File: config.mk
export PLATFORM = sky130hd
export DESIGN_NAME = count_display_driver
export DESIGN_NICKNAME = d
export VERILOG_FILES = /design/src/rtl/display_pkg.sv /design/src/rtl/hex_to_7seg.sv /design/src/rtl/count_display_driver.sv
export SDC_FILE = /design/constraint.sdc
export NUM_CORES = 1
export LEC_CHECK = 0
export CAP_MARGIN = 20
export CORE_ASPECT_RATIO = 0.5
export CORE_MARGIN = 2
export CORE_UTILIZATION = 57
export CTS_CLUSTER_DIAMETER = 30
export CTS_CLUSTER_SIZE = 10
export DETAILED_ROUTE_END_ITERATION = 10
export MAX_ROUTING_LAYER = met4
export PLACE_DENSITY_LB_ADDON = 0.15
export SLEW_MARGIN = 20
export SYNTH_ARGS = -nofsm -noshare
export SYNTH_HDL_FRONTEND = slang
export SYNTH_SLANG_ARGS = --single-unit
File: constraint.sdc
create_clock -name clock -period 6.2 [get_ports clock]
set_input_delay 0.62 -clock clock [delete_from_list [all_inputs] [get_ports clock]]
set_output_delay 0.62 -clock clock [all_outputs]
set_load 0.02 [all_outputs]
File: src/rtl/display_pkg.sv
// Shared constants for the hex 7-segment display path: glyph table,
// blank pattern, digit limit and the registered output bundle.
package display_pkg;

    localparam int MAX_DIGITS = 8;

    localparam logic [6:0] SEG_BLANK = 7'h7F;

    // Active-low segments, bit0=a .. bit6=g, indexed by nibble value.
    localparam logic [6:0] HEX_GLYPHS [16] = '{
        7'h40, 7'h79, 7'h24, 7'h30,
        7'h19, 7'h12, 7'h02, 7'h78,
        7'h00, 7'h10, 7'h08, 7'h03,
        7'h46, 7'h21, 7'h06, 7'h0E
    };

    typedef struct packed {
        logic [7:0] anodes;
        logic [6:0] segments;
        logic       dp;
    } disp_out_t;

    localparam disp_out_t DISP_RESET = '{anodes: 8'hFE, segments: 7'h40, dp: 1'b1};

endpackage

File: src/rtl/hex_to_7seg.sv
// Combinational nibble to active-low 7-segment glyph decoder.
module hex_to_7seg
    import display_pkg::*;
(
    input  logic [3:0] nib_i,
    output logic [6:0] seg_o
);

    always_comb begin
        seg_o = HEX_GLYPHS[nib_i];
    end

endmodule

File: src/rtl/count_display_driver.sv
// Time-multiplexed hex display of a latched N-bit value on an 8-digit
// common-anode 7-segment display, with optional leading-zero blanking.
module count_display_driver
    import display_pkg::*;
#(
    parameter int N           = 32,
    parameter int REFRESH_DIV = 100_000
) (
    input  logic         clock,
    input  logic         reset,
    input  logic [N-1:0] value,
    input  logic         update,
    input  logic         blank_zeros,
    output logic [6:0]   segments,
    output logic         dp,
    output logic [7:0]   anodes
);

    localparam int DIGITS = (N + 3) / 4;
    localparam int EXTW   = 4 * MAX_DIGITS;
    localparam int PW     = $clog2(REFRESH_DIV);

    localparam logic [PW-1:0] PRESC_LAST = PW'(REFRESH_DIV - 1);
    localparam logic [2:0]    IDX_LAST   = 3'(DIGITS - 1);

    logic [N-1:0]    shown_q, shown_d;
    logic [PW-1:0]   presc_q, presc_d;
    logic [2:0]      idx_q, idx_d;
    disp_out_t       out_q, out_d;

    logic [EXTW-1:0] shown_ext;
    logic [3:0]      nib;
    logic [2:0]      msd;
    logic            blank;
    logic [6:0]      glyph;

    // Zero-extension makes nibbles past the top digit read as 0.
    assign shown_ext = EXTW'(shown_q);
    assign nib       = shown_ext[4*idx_q +: 4];

    always_comb begin
        msd = '0;
        for (int d = 0; d < MAX_DIGITS; d++) begin
            if (shown_ext[4*d +: 4] != 4'h0) begin
                msd = 3'(d);
            end
        end
    end

    hex_to_7seg u_hex_to_7seg (
        .nib_i (nib),
        .seg_o (glyph)
    );

    always_comb begin
        shown_d = update ? value : shown_q;
        presc_d = presc_q + 1'b1;
        idx_d   = idx_q;
        if (presc_q == PRESC_LAST) begin
            presc_d = '0;
            idx_d   = (idx_q == IDX_LAST) ? 3'd0 : idx_q + 3'd1;
        end
    end

    // Digit 0 can never be blanked because msd >= 0 always.
    always_comb begin
        blank           = blank_zeros && (idx_q > msd);
        out_d           = DISP_RESET;
        out_d.dp        = 1'b1;
        out_d.anodes    = blank ? 8'hFF : ~(8'h01 << idx_q);
        out_d.segments  = blank ? SEG_BLANK : glyph;
    end

    always_ff @(posedge clock) begin
        if (reset) begin
            shown_q <= '0;
            presc_q <= '0;
            idx_q   <= '0;
            out_q   <= DISP_RESET;
        end else begin
            shown_q <= shown_d;
            presc_q <= presc_d;
            idx_q   <= idx_d;
            out_q   <= out_d;
        end
    end

    assign segments = out_q.segments;
    assign dp       = out_q.dp;
    assign anodes   = out_q.anodes;

endmodule

==> flow_summary.html <==
<table>
<tr><th>Metric</th><th>Value</th></tr>
<tr><th colspan="2">Run status</th></tr>
<tr><td>Result of the run</td><td>complete, no violations</td></tr>
<tr><th colspan="2">Finish</th></tr>
<tr><td>Fraction of final layout cells with drive strength greater than 1</td><td>approximately 7.6%</td></tr>
<tr><td>Nets@finish</td><td>approximately 420</td></tr>
<tr><td>Final core utilization</td><td>70.6%</td></tr>
<tr><td>Layout area overhead</td><td>21.2%</td></tr>
<tr><td>Antenna fix cells</td><td>0</td></tr>
<tr><th colspan="2">Route</th></tr>
<tr><td>Routed WL</td><td>roughly 6400 um</td></tr>
<tr><td>Initial DRT Pass Iterations</td><td>4</td></tr>
<tr><td>Post-route DRC violation count</td><td>0</td></tr>
<tr><td>Detailed router's first-iteration violation count</td><td>88</td></tr>
<tr><td>Average vias per placed instance</td><td>5.39</td></tr>
<tr><td>Routed wire per std cell</td><td>approximately 15 um</td></tr>
<tr><td>Routed Antenna Nets</td><td>0</td></tr>
<tr><td>Count of vias placed by the detailed router</td><td>about 2400</td></tr>
<tr><th colspan="2">CTS</th></tr>
<tr><td>Clock buffer count from CTS</td><td>9</td></tr>
<tr><td>Number of sinks on the clock net</td><td>between 60 and 70</td></tr>
<tr><td>Post-CTS repair timing setup buffer count</td><td>0</td></tr>
<tr><td>Max Buffers Root-to-Sink</td><td>2</td></tr>
<tr><td>H-tree levels</td><td>3</td></tr>
<tr><td>CTS Hold Bufs</td><td>0</td></tr>
<tr><td>Number of gates resized after cts</td><td>0</td></tr>
<tr><td>Clock-pin slew of the registers on the worst-case setup and hold paths</td><td>~0.070 ns</td></tr>
<tr><td>Clk Tree Root Cell</td><td>sky130_fd_sc_hd__clkbuf_8</td></tr>
<tr><td>Clock tree from TritonCTS</td><td>done</td></tr>
<tr><td>Clock insertion delay at the later pin of the skew report</td><td>0.35 ns</td></tr>
<tr><th colspan="2">Place</th></tr>
<tr><td>DP Wirelength</td><td>approximately 4600 um</td></tr>
<tr><td>Weighted congestion reported at the end of routability-driven placement</td><td>roughly 0.99</td></tr>
<tr><td>Port Buffer Count</td><td>50</td></tr>
<tr><th colspan="2">STA</th></tr>
<tr><td>Worst Clk Skew</td><td>just under 0.007 ns</td></tr>
<tr><td>Count of final setup violators</td><td>0</td></tr>
<tr><td>WHS</td><td>0.453 ns</td></tr>
<tr><td>Share of the clock period used by the worst path</td><td>a little under half</td></tr>
<tr><td>Maximum operating frequency</td><td>343 MHz</td></tr>
<tr><td>Number of pins with negative max-slew slack in the final report</td><td>0</td></tr>
<tr><td>Slew headroom</td><td>between 30% and 40%</td></tr>
<tr><td>Worst slew pin tran</td><td>around 0.92 ns</td></tr>
<tr><td>Final hold vios</td><td>0</td></tr>
<tr><td>Unrepaired setup endpoints after global routing</td><td>false</td></tr>
<tr><td>Min cycle time layout</td><td>2.92 ns</td></tr>
<tr><td>Final TNS setup</td><td>0 ns</td></tr>
<tr><th colspan="2">GRT</th></tr>
<tr><td>Largest net degree at the start of global routing</td><td>48</td></tr>
<tr><td>Number of antenna violations at the first check in global routing</td><td>0</td></tr>
<tr><td>Wire length of the first global-routing pass</td><td>roughly 11000 um</td></tr>
<tr><td>Number of global-route vias before repair</td><td>approximately 2300</td></tr>
<tr><td>Total overflow reported by the global router</td><td>0</td></tr>
<tr><td>Global Route Usage Sum</td><td>23.9%</td></tr>
<tr><th colspan="2">Logic synthesis</th></tr>
<tr><td>Post-synthesis cell type with the largest combined area</td><td>sky130_fd_sc_hd__dfxtp_1</td></tr>
<tr><td>Netlist area before placement</td><td>between 3000 and 4000 um2</td></tr>
<tr><td>Total nets after synthesis</td><td>370</td></tr>
<tr><td>Cells after Synth</td><td>318</td></tr>
<tr><td>Sequential area share after synthesis</td><td>42.5%</td></tr>
<tr><td>Synth Warn #</td><td>0</td></tr>
<tr><td>Flop and latch count out of synthesis</td><td>67</td></tr>
<tr><td>Number of enable-type register cells in the synthesized netlist</td><td>0</td></tr>
<tr><td>Proportion of synthesized flip-flops having asynchronous set or reset</td><td>0%</td></tr>
<tr><td>Cells taking the most area after synthesis</td><td>sky130_fd_sc_hd__dfxtp_1, sky130_fd_sc_hd__mux2i_1, sky130_fd_sc_hd__nor2_1, sky130_fd_sc_hd__ha_1, sky130_fd_sc_hd__mux4_1</td></tr>
<tr><td>Area fraction of the dominant cell type after synthesis</td><td>a little over two fifths</td></tr>
<tr><td>Yosys cell types</td><td>46</td></tr>
<tr><td>Top flip-flop cell by instance count after synthesis</td><td>sky130_fd_sc_hd__dfxtp_1</td></tr>
<tr><td>Post-synthesis average cell area</td><td>9.93 um2</td></tr>
<tr><th colspan="2">Die</th></tr>
<tr><td>Die height</td><td>between 50 and 60 um</td></tr>
<tr><td>Standard cell core area</td><td>about 5400 um2</td></tr>
<tr><td>Die area</td><td>a little over 6000 um2</td></tr>
<tr><td>Starting density of the core</td><td>around three fifths</td></tr>
<tr><td>Std cell rows</td><td>19</td></tr>
<tr><td>Top-level port count</td><td>between 50 and 60</td></tr>
<tr><td>Horizontal die dimension</td><td>between 100 and 150 um</td></tr>
<tr><th colspan="2">Power</th></tr>
<tr><td>Power density over the cells</td><td>~240 nW/um2</td></tr>
<tr><td>Design internal power</td><td>689 uW</td></tr>
<tr><td>Power share of the sequential group</td><td>between 50% and 60%</td></tr>
<tr><td>Net switching component of the power</td><td>between 200 and 250 uW</td></tr>
<tr><td>Sw Ratio</td><td>between 20% and 30%</td></tr>
<tr><td>Worst vdd rail ir drop</td><td>between 0.15 and 0.2 mV</td></tr>
<tr><td>Share of total power in the clock network</td><td>approximately two fifths</td></tr>
<tr><td>Post-route total power</td><td>922 uW</td></tr>
<tr><td>Leakage power summed over all cells</td><td>between 1.5 and 2 nW</td></tr>
<tr><td>Part of the power in combinational logic</td><td>11.4%</td></tr>
<tr><th colspan="2">Setup path</th></tr>
<tr><td>Arrival time worst endpoint</td><td>roughly 3.1 ns</td></tr>
<tr><td>R2R Path Start</td><td>idx_q[0]$_SDFFE_PP0P_</td></tr>
<tr><td>Crit path launch</td><td>idx_q[0]$_SDFFE_PP0P_</td></tr>
<tr><td>Startpoint type of the worst setup path</td><td>register</td></tr>
<tr><td>Endpoint of the most critical register-to-register path</td><td>segments[3]$_SDFF_PP0_</td></tr>
<tr><td>Reg-to-reg slack, setup</td><td>3.28 ns</td></tr>
<tr><td>Largest fanout of any net on the critical path</td><td>12</td></tr>
<tr><td>Number of cells on the worst reg-to-reg path</td><td>8</td></tr>
<tr><td>Setup crit end kind</td><td>register</td></tr>
<tr><td>Category of the most critical setup path</td><td>reg2reg</td></tr>
<tr><td>Crit path to</td><td>segments[3]$_SDFF_PP0_</td></tr>
<tr><td>Worst EP required</td><td>around 6.4 ns</td></tr>
<tr><th colspan="2">Flow run</th></tr>
<tr><td>Maxcap violations</td><td>0</td></tr>
<tr><th colspan="2">Hold path</th></tr>
<tr><td>Type of the worst min-delay path</td><td>reg2reg</td></tr>
</table>
stage by stage:
step                setup slack [ns]  cell area (um2)  cells
detailed placement              3.30             3630    425
global placement                3.50             3630    425
floorplan                       3.80             3160    318
CTS                             3.26             3830    441
global route                    2.91             3830    441
finish                          3.28             3830    441
layout make-up:
class	instances	area, um2
Tap cell	73	91.3
Timing Repair Buffer	51	503
Multi-Input combinational cell	224	1660
Inverter	10	37.5
Sequential cell	67	1340
Fill cell	427	1590
Clock buffer	10	128
Clock inverter	6	66.3
cells in the mapped netlist, types with 2 or more instances:
cell / count
sky130_fd_sc_hd__nor3_1: 3
sky130_fd_sc_hd__xnor2_1: 9
sky130_fd_sc_hd__o21ai_0: 3
sky130_fd_sc_hd__nor3b_1: 2
sky130_fd_sc_hd__nand3_1: 16
sky130_fd_sc_hd__nand2_1: 14
sky130_fd_sc_hd__buf_1: 3
sky130_fd_sc_hd__nor2_1: 65
sky130_fd_sc_hd__nor4_1: 10
sky130_fd_sc_hd__buf_6: 4
sky130_fd_sc_hd__a2111oi_0: 2
sky130_fd_sc_hd__nor2b_1: 3
sky130_fd_sc_hd__mux2i_1: 37
sky130_fd_sc_hd__mux4_2: 2
sky130_fd_sc_hd__dfxtp_1: 67
sky130_fd_sc_hd__clkbuf_8: 2
sky130_fd_sc_hd__mux4_1: 6
sky130_fd_sc_hd__a221oi_1: 2
sky130_fd_sc_hd__inv_1: 9
sky130_fd_sc_hd__a21oi_1: 8
sky130_fd_sc_hd__ha_1: 16
sky130_fd_sc_hd__xor2_1: 6
sky130_fd_sc_hd__clkbuf_1: 6
power groups by stage:
| stage | sequential [mW] | combinational (mW) | clock (mW) |
|---|---|---|---|
| 2_1_floorplan | 0.469 | 0.0638 | 0 |
| 3_3_place_gp | 0.469 | 0.102 | 0 |
| 3_5_place_dp | 0.470 | 0.104 | 0 |
| 4_1_cts | 0.460 | 0.106 | 0.363 |
| 5_1_grt | 0.462 | 0.117 | 0.381 |
| 6_report | 0.461 | 0.105 | 0.356 |
kinds of logic after synthesis:
| group | synth area share [%] |
|---|---|
| adders and majority gates | 6.34 |
| muxes | 19.3 |
| AOI/OAI and AO/OA | 4.52 |
| other | 0.119 |
| buffers and inverters | 4.95 |
| DFF | 42.5 |
| and+or+nand+nor | 18.1 |
| xor gates and xnor gates | 4.16 |
registers in the layout, summed over array words and instances (netlist names):
signal	flops
segments	7
presc_q	17
anodes	8
idx_q	3
shown_ext	32
layer usage:
metal,GRT usage (%),share of wire (%)
met5,-,0
met4,9.40,1.9
met3,6.62,4.4
met2,38.7,47
met1,28.5,46
worst min path at each step:
stage	end	start	slack (ns)	depth (start not counted)
after floorplan	presc_q[0]$_SDFF_PP0_	presc_q[0]$_SDFF_PP0_	0.42	1
after global placement	presc_q[0]$_SDFF_PP0_	presc_q[0]$_SDFF_PP0_	0.43	1
after detailed placement	presc_q[0]$_SDFF_PP0_	presc_q[0]$_SDFF_PP0_	0.45	1
after CTS	presc_q[0]$_SDFF_PP0_	presc_q[0]$_SDFF_PP0_	0.46	1
after global routing	presc_q[0]$_SDFF_PP0_	presc_q[0]$_SDFF_PP0_	0.47	1
final	presc_q[0]$_SDFF_PP0_	presc_q[0]$_SDFF_PP0_	0.45	1
critical path, cell delays in order (launching register included):
cell and delay [ns]:
sky130_fd_sc_hd__dfxtp_1 0.67, sky130_fd_sc_hd__mux4_1 0.61, sky130_fd_sc_hd__mux2i_1 0.45, sky130_fd_sc_hd__inv_1 0.18
sky130_fd_sc_hd__ha_1 0.26, sky130_fd_sc_hd__inv_1 0.05, sky130_fd_sc_hd__nor2_1 0.05, sky130_fd_sc_hd__a2111oi_0 0.41
sky130_fd_sc_hd__nor3_1 0.09
layout by cell type (no fill, tap or decap), types with 2 or more instances in the layout:
cell                              synthesis  routed
sky130_fd_sc_hd__nand3_1                 16      16
sky130_fd_sc_hd__o21ai_0                  3       3
sky130_fd_sc_hd__a2111oi_0                2       2
sky130_fd_sc_hd__a221oi_1                 2       2
sky130_fd_sc_hd__nor3_1                   3       3
sky130_fd_sc_hd__clkbuf_8                 2       9
sky130_fd_sc_hd__nor4_1                  10      10
sky130_fd_sc_hd__xor2_1                   6       6
sky130_fd_sc_hd__dfxtp_1                 67      67
sky130_fd_sc_hd__mux2i_1                 37      37
sky130_fd_sc_hd__nor2b_1                  3       3
sky130_fd_sc_hd__a21oi_1                  8       8
sky130_fd_sc_hd__ha_1                    16      16
sky130_fd_sc_hd__clkdlybuf4s50_1          0      49
sky130_fd_sc_hd__nand2_1                 14      14
sky130_fd_sc_hd__mux4_1                   6       6
sky130_fd_sc_hd__inv_1                    9       9
sky130_fd_sc_hd__mux4_2                   2       2
sky130_fd_sc_hd__nor2_1                  65      65
sky130_fd_sc_hd__nor3b_1                  2       2
sky130_fd_sc_hd__clkinvlp_4               0       3
sky130_fd_sc_hd__xnor2_1                  9       9
Note: power is estimated with default switching activity, not from simulation.
